**config.mk**
```make
export PLATFORM = sky130hd
export DESIGN_NAME = bcd_game_timer_flat
export DESIGN_NICKNAME = d
export VERILOG_FILES = /design/src/rtl/bcd_game_timer_if.sv /design/src/rtl/bcd_game_timer.sv /design/src/flat_wrapper.sv
export SDC_FILE = /design/constraint.sdc
export NUM_CORES = 1
export LEC_CHECK = 0
export ABC_AREA = 1
export CORE_MARGIN = 1.5
export CORE_UTILIZATION = 30
export DETAILED_ROUTE_END_ITERATION = 16
export PLACE_DENSITY = 0.58
export SLEW_MARGIN = 15
export SYNTH_ARGS = -nofsm -noshare
export SYNTH_HDL_FRONTEND = slang
export SYNTH_SLANG_ARGS = --single-unit
export TNS_END_PERCENT = 1
```
**constraint.sdc**
```tcl
create_clock -name CLOCK_50 -period 1.65 [get_ports CLOCK_50]
set_input_delay 0.165 -clock CLOCK_50 [delete_from_list [all_inputs] [get_ports CLOCK_50]]
set_output_delay 0.165 -clock CLOCK_50 [all_outputs]
set_load 0.01 [all_outputs]
```
**src/rtl/bcd_game_timer_if.sv**
```systemverilog
// Control/status bundle for the BCD game timer.
// master: game logic driving controls; slave: the timer itself.
interface bcd_game_timer_if #(
    parameter int DIGITS = 2
);
    logic                start;
    logic                pause;
    logic                clear;
    logic                load;
    logic                down;
    logic [4*DIGITS-1:0] load_value;
    logic [4*DIGITS-1:0] count;
    logic                tick;
    logic                expired;
    logic                running;

    modport master (
        output start, pause, clear, load, down, load_value,
        input  count, tick, expired, running
    );

    modport slave (
        input  start, pause, clear, load, down, load_value,
        output count, tick, expired, running
    );
endinterface

```
**src/rtl/bcd_game_timer.sv**
```systemverilog
// Seconds timer with internal prescaler and DIGITS cascaded BCD digits.
// Ports: CLOCK_50, reset (sync, active-high), bus (slave modport):
//   start/pause/clear/load/down/load_value in; count/tick/expired/running out.
module bcd_game_timer #(
    parameter int CLK_HZ = 50_000_000,
    parameter int DIGITS = 2,
    parameter int LIMIT  = 60,
    parameter bit WRAP   = 1'b0
) (
    input logic             CLOCK_50,
    input logic             reset,
    bcd_game_timer_if.slave bus
);
    localparam int W  = 4 * DIGITS;
    localparam int PW = (CLK_HZ > 1) ? $clog2(CLK_HZ) : 1;
    localparam logic [PW-1:0] PSC_END = PW'(CLK_HZ - 1);

    typedef enum logic [1:0] {
        IDLE,
        RUN,
        PAUSED,
        EXPIRED
    } state_t;

    function automatic logic [W-1:0] to_bcd(input int value);
        logic [W-1:0] r;
        int v;
        r = '0;
        v = value;
        for (int i = 0; i < DIGITS; i++) begin
            r[4*i +: 4] = 4'(v % 10);
            v = v / 10;
        end
        return r;
    endfunction

    localparam logic [W-1:0] LIMIT_BCD = to_bcd(LIMIT);

    function automatic logic [W-1:0] bcd_inc(input logic [W-1:0] v);
        logic [W-1:0] r;
        logic carry;
        r = v;
        carry = 1'b1;
        for (int i = 0; i < DIGITS; i++) begin
            if (carry) begin
                if (v[4*i +: 4] >= 4'd9) begin
                    r[4*i +: 4] = 4'd0;
                end else begin
                    r[4*i +: 4] = v[4*i +: 4] + 4'd1;
                    carry = 1'b0;
                end
            end
        end
        return r;
    endfunction

    function automatic logic [W-1:0] bcd_dec(input logic [W-1:0] v);
        logic [W-1:0] r;
        logic borrow;
        r = v;
        borrow = 1'b1;
        for (int i = 0; i < DIGITS; i++) begin
            if (borrow) begin
                if (v[4*i +: 4] == 4'd0) begin
                    r[4*i +: 4] = 4'd9;
                end else begin
                    r[4*i +: 4] = v[4*i +: 4] - 4'd1;
                    borrow = 1'b0;
                end
            end
        end
        return r;
    endfunction

    // Out-of-range preset digits are forced to 9 so count stays valid BCD.
    function automatic logic [W-1:0] bcd_clamp(input logic [W-1:0] v);
        logic [W-1:0] r;
        r = v;
        for (int i = 0; i < DIGITS; i++) begin
            if (v[4*i +: 4] > 4'd9) r[4*i +: 4] = 4'd9;
        end
        return r;
    endfunction

    state_t        state, state_next;
    logic [W-1:0]  cnt, cnt_next, stepped;
    logic [PW-1:0] psc, psc_next;
    logic          mode_down, mode_down_next;
    logic          tick_q, tick_next;
    logic          expired_q, expired_next;
    logic          running_q;

    assign stepped = mode_down ? bcd_dec(cnt) : bcd_inc(cnt);

    always_comb begin
        state_next     = state;
        cnt_next       = cnt;
        psc_next       = psc;
        mode_down_next = mode_down;
        tick_next      = 1'b0;
        expired_next   = (state == EXPIRED);

        if (bus.clear) begin
            state_next   = IDLE;
            cnt_next     = '0;
            psc_next     = '0;
            expired_next = 1'b0;
        end else if (bus.load && state != RUN) begin
            state_next   = IDLE;
            cnt_next     = bcd_clamp(bus.load_value);
            psc_next     = '0;
            expired_next = 1'b0;
        end else begin
            unique case (state)
                IDLE: begin
                    if (bus.start) begin
                        mode_down_next = bus.down;
                        psc_next       = '0;
                        if (bus.down && cnt == '0) begin
                            state_next   = EXPIRED;
                            expired_next = 1'b1;
                        end else begin
                            state_next = RUN;
                        end
                    end
                end
                PAUSED: begin
                    if (bus.start) state_next = RUN;
                end
                RUN: begin
                    if (bus.pause) state_next = PAUSED;
                    if (psc == PSC_END) begin
                        psc_next  = '0;
                        tick_next = 1'b1;
                        cnt_next  = stepped;
                        if (mode_down) begin
                            if (stepped == '0) begin
                                state_next   = EXPIRED;
                                expired_next = 1'b1;
                            end
                        end else if (stepped == LIMIT_BCD) begin
                            // Expiry overrides a same-cycle pause.
                            expired_next = 1'b1;
                            if (WRAP) cnt_next = '0;
                            else state_next = EXPIRED;
                        end
                    end else begin
                        psc_next = psc + PW'(1);
                    end
                end
                EXPIRED: ;
            endcase
        end
    end

    always_ff @(posedge CLOCK_50) begin
        if (reset) begin
            state     <= IDLE;
            cnt       <= '0;
            psc       <= '0;
            mode_down <= 1'b0;
            tick_q    <= 1'b0;
            expired_q <= 1'b0;
            running_q <= 1'b0;
        end else begin
            state     <= state_next;
            cnt       <= cnt_next;
            psc       <= psc_next;
            mode_down <= mode_down_next;
            tick_q    <= tick_next;
            expired_q <= expired_next;
            running_q <= (state_next == RUN);
        end
    end

    assign bus.count   = cnt;
    assign bus.tick    = tick_q;
    assign bus.expired = expired_q;
    assign bus.running = running_q;
endmodule

```
**src/flat_wrapper.sv**
```systemverilog
// flat-port wrapper written by rule: the top's interface ports become plain ports
module bcd_game_timer_flat 
#(
    parameter int CLK_HZ = 50_000_000,
    parameter int DIGITS = 2,
    parameter int LIMIT  = 60,
    parameter bit WRAP   = 1'b0
)
  (CLOCK_50, reset, bus_start, bus_pause, bus_clear, bus_load, bus_down, bus_load_value, bus_count, bus_tick, bus_expired, bus_running);
  bcd_game_timer_if #(.DIGITS(DIGITS)) bus_i ();
  input logic CLOCK_50;
  input logic reset;
  input wire logic [$bits(bus_i.start)-1:0] bus_start;
  input wire logic [$bits(bus_i.pause)-1:0] bus_pause;
  input wire logic [$bits(bus_i.clear)-1:0] bus_clear;
  input wire logic [$bits(bus_i.load)-1:0] bus_load;
  input wire logic [$bits(bus_i.down)-1:0] bus_down;
  input wire logic [$bits(bus_i.load_value)-1:0] bus_load_value;
  output wire logic [$bits(bus_i.count)-1:0] bus_count;
  output wire logic [$bits(bus_i.tick)-1:0] bus_tick;
  output wire logic [$bits(bus_i.expired)-1:0] bus_expired;
  output wire logic [$bits(bus_i.running)-1:0] bus_running;
  assign bus_i.start = bus_start;
  assign bus_i.pause = bus_pause;
  assign bus_i.clear = bus_clear;
  assign bus_i.load = bus_load;
  assign bus_i.down = bus_down;
  assign bus_i.load_value = bus_load_value;
  assign bus_count = bus_i.count;
  assign bus_tick = bus_i.tick;
  assign bus_expired = bus_i.expired;
  assign bus_running = bus_i.running;
  bcd_game_timer #(.CLK_HZ(CLK_HZ), .DIGITS(DIGITS), .LIMIT(LIMIT), .WRAP(WRAP)) u_core (.CLOCK_50(CLOCK_50), .reset(reset), .bus(bus_i));
endmodule
```
==> Flow_metrics.wiki <==
{| class="wikitable"
! Metric !! Value
|-
| Peak fanout along the critical path || 4
|-
| Synth warnings || 0
|-
| Capturing element type of the critical path || flip-flop
|-
| Routed length per placed instance || 13.0 um
|-
| Via density || 4.84
|-
| Synth Register Bits || 40
|-
| Cell type with the largest total area after synthesis || sky130_fd_sc_hd__dfxtp_1
|-
| Register area share after synthesis || 27.9%
|-
| EDFF count, synth || 0
|-
| Data required time of the critical path || 1900 ps
|-
| Synthesized net count || 459
|-
| Antenna-violating nets left || 0
|-
| Family of cells with the greatest summed delay on the critical path || simple AND/OR/NAND/NOR gates
|-
| Maximum vdd drop || 0.300 mV
|-
| Antenna Cells || 0
|-
| Transition time of the tightest slew-check pin || 493 ps
|-
| CTS clk-pin slew, worst paths || 90 ps
|-
| Peak per-stage delay on the critical path || 350 ps
|-
| Count of mapped cells out of synthesis || 437
|-
| Floorplan core area || 0.00924 mm^2
|-
| Nets@finish || 552
|-
| Post-route fraction of the period consumed by the critical path || 103%
|-
| Top achievable clock speed || 589 MHz
|-
| Number of hold violations in the final report || 0
|-
| Final Critical Period || 1700 ps
|-
| Cell Chain, Critical Path || inv_2 > ha_4 > buf_4 > o211ai_1 > nand2_1 > nor2_2 > nand3_2 > nor2_4 > nand3_4 > nand2_2 > nand2_2 > nor2_2
|-
| PortBufs || 25
|-
| Initial Utilization || 31.1%
|-
| Max-slew violation count || 0
|-
| Full die area || 0.0102 mm^2
|-
| Drc violations || 0
|-
| Number of buffers on the longest clock path || 2
|-
| First-pass GRT wire length || 14.2 mm
|-
| CTS tree || yes
|-
| Slack of the worst reg-to-reg path || -50 ps
|-
| Max-cap violation count || 0
|-
| Total buffers and inverters traversed by the critical path || 2
|-
| Maximum number of pins on one net before global-route repair || 16
|-
| Clock root cell || sky130_fd_sc_hd__clkbuf_8
|-
| Share of cells above drive strength 1 || 35.8%
|-
| Number of global-route vias before repair || 3055
|-
| Status || finished with violations
|-
| Worst min-delay path class || primary input to flip-flop
|-
| Antenna violations before repair || 0
|-
| Overall power || 2.34 mW
|-
| Num CTS Buffers || 5
|-
| Hold_ws || 483 ps
|-
| Overall routing resource usage || 17.5%
|-
| Startpoint class of the critical path || flip-flop
|-
| Setup WS post-layout || -46.9 ps
|-
| Final sum of negative setup slack || -132 ps
|-
| Final global-route overflow total || 0
|-
| Setup Skew || 9.59 ps
|-
| Crit path max-delay cell type || sky130_fd_sc_hd__dfxtp_2
|-
| Mean area per synthesized cell || 6.57 um^2
|-
| Fraction of registers with async set/reset || 0%
|-
| Total detailed-routing wirelength || 8.60 mm
|-
| # clock sinks || 40
|-
| Critical path class || flip-flop to flip-flop
|-
| Count of different cell masters after synthesis || 46
|-
| Worst slack at placement || -135 ps
|-
| Unrepaired setup endpoints after global routing || true
|-
| Most used standard cells in the synthesized netlist || sky130_fd_sc_hd__nand2_1, sky130_fd_sc_hd__inv_1, sky130_fd_sc_hd__dfxtp_1, sky130_fd_sc_hd__nor2_1, sky130_fd_sc_hd__nand3_1
|-
| Pwr dens || 563 mW/mm^2
|-
| Ys flop type || sky130_fd_sc_hd__dfxtp_1
|-
| H-tree levels || 2
|-
| Library cell with the highest instance count after synthesis || sky130_fd_sc_hd__nand2_1
|-
| Area growth from synthesis to layout || 44.7%
|-
| Cell types occupying the most area after synthesis || sky130_fd_sc_hd__dfxtp_1, sky130_fd_sc_hd__nand2_1, sky130_fd_sc_hd__inv_1
|-
| First DRT Iteration DRCs || 154
|-
| Via total after detailed routing || 3193
|-
| Leakage power total || 1.61 nW
|-
| HPWL after detailed placement || 6.37 mm
|-
| Pre-Repair DR Iteration Count || 5
|-
| Count of boundary I/O pins || 26
|-
| Floorplan die height || 101 um
|-
| Final setup violation count || 6
|-
| Synth Cell Area || 0.00287 mm^2
|-
| Share of the synthesized area in the top cell type || 27.9%
|-
| Failing checks || negative setup slack
|-
| Placement row count || 35
|-
| Max transition margin || 67.1%
|-
| Placer Congestion || 0.871
|-
| Clock insertion delay at the later pin of the skew report || 300 ps
|-
| Horiz. Die Dim || 101 um
|-
| Data arrival time of the critical path || 1950 ps
|}
-- power by group --
| group | total, mW | switching (mW) | leakage [nW] | internal, mW |
|---|---|---|---|---|
| registers | 0.993 | 0.0164 | 0.332 | 0.976 |
| clock network | 0.877 | 0.382 | 0.0614 | 0.495 |
| logic | 0.470 | 0.255 | 1.22 | 0.215 |
-- worst reg2reg max path: stages, from the launching register on --
cell                       delay (ps)
sky130_fd_sc_hd__dfxtp_2          350
sky130_fd_sc_hd__inv_2             50
sky130_fd_sc_hd__ha_4             170
sky130_fd_sc_hd__buf_4            150
sky130_fd_sc_hd__o211ai_1         170
sky130_fd_sc_hd__nand2_1          100
sky130_fd_sc_hd__nor2_2           110
sky130_fd_sc_hd__nand3_2          100
sky130_fd_sc_hd__nor2_4           140
sky130_fd_sc_hd__nand3_4          100
sky130_fd_sc_hd__nand2_2           80
sky130_fd_sc_hd__nand2_2           60
sky130_fd_sc_hd__nor2_2            60
-- sequential cells by signal, indices dropped and copies added (netlist names) --
register / cells
u_core.bus.expired: 1
u_core.bus.tick: 1
u_core.psc: 26
u_core.bus.running: 1
u_core.mode_down: 1
u_core.state: 2
u_core.bus.count: 8
-- routing by layer --
| layer | wire, um | vias up | global-route usage [%] |
|---|---|---|---|
| met5 | 0 | - | 0 |
| met4 | 156 | 0 | 4.66 |
| met3 | 399 | 14 | 3.61 |
| met2 | 4060 | 82 | 29.3 |
| met1 | 3980 | 1472 | 22.8 |
| li1 | - | 1625 | - |
-- placed cells by master, fill, tap and decap left out, types with 3 or more instances in the layout --
cell type,count
sky130_fd_sc_hd__nand2_4,4
sky130_fd_sc_hd__inv_2,12
sky130_fd_sc_hd__clkdlybuf4s50_1,25
sky130_fd_sc_hd__a21oi_2,3
sky130_fd_sc_hd__nand4_1,6
sky130_fd_sc_hd__xor2_1,5
sky130_fd_sc_hd__ha_4,3
sky130_fd_sc_hd__nor3b_1,4
sky130_fd_sc_hd__inv_1,44
sky130_fd_sc_hd__clkbuf_8,6
sky130_fd_sc_hd__nand2_1,87
sky130_fd_sc_hd__o22ai_1,3
sky130_fd_sc_hd__dfxtp_2,14
sky130_fd_sc_hd__dfxtp_1,24
sky130_fd_sc_hd__o21ai_0,20
sky130_fd_sc_hd__buf_4,67
sky130_fd_sc_hd__nand2_2,16
sky130_fd_sc_hd__nand3_1,30
sky130_fd_sc_hd__a21oi_1,32
sky130_fd_sc_hd__o21a_1,4
sky130_fd_sc_hd__ha_1,3
sky130_fd_sc_hd__nor2_1,27
sky130_fd_sc_hd__nor3_1,12
sky130_fd_sc_hd__nand3_2,10
sky130_fd_sc_hd__nor2_4,8
sky130_fd_sc_hd__nor2_2,17
sky130_fd_sc_hd__nor3_2,6
-- final timing paths --
kind,start,endpoint,depth (start not counted)
min,reset,u_core.mode_down,2
min reg2reg,u_core.psc[10],u_core.psc[10],2
max,u_core.bus.count[0],u_core.bus.running,12
max reg2reg,u_core.bus.count[0],u_core.bus.running,12
-- cell families (layout without fill, tap and decap cells) --
group,Yosys count,count (layout),synth area share (%)
adders and majority gates,7,7,3.05
xor gates and xnor gates,7,7,2.14
and+or+nand+nor,241,241,42.5
buffers and inverters,66,160,9.19
AOI/OAI and AO/OA,76,76,15.2
DFF,40,40,27.9
-- per-stage QoR --
stage                     utilization (%)  area [um^2]  cells
final                                45.0         4150    660
after global routing                 45.0         4150    660
after global placement               40.5         3740    647
after CTS                            42.9         3960    656
after floorplan                         -         2880    437
after detailed placement             40.5         3740    647
-- timing repair --
action,4_1_cts,5_1_grt
gates resized for setup,25,47
pin swaps,7,19
endpoints found under the setup margin,21,31
hold buffers,0,0
buffers inserted,1,4
-- area by class of cell --
cell class / count / area [um^2]
Inverter: 58 / 223
Fill cell: 940 / 5090
Sequential cell: 40 / 826
Timing Repair Buffer: 94 / 785
Clock buffer: 6 / 82.6
Tap cell: 129 / 161
Clock inverter: 2 / 38.8
Multi-Input combinational cell: 331 / 2040
Note: power is estimated with default switching activity, not from simulation.
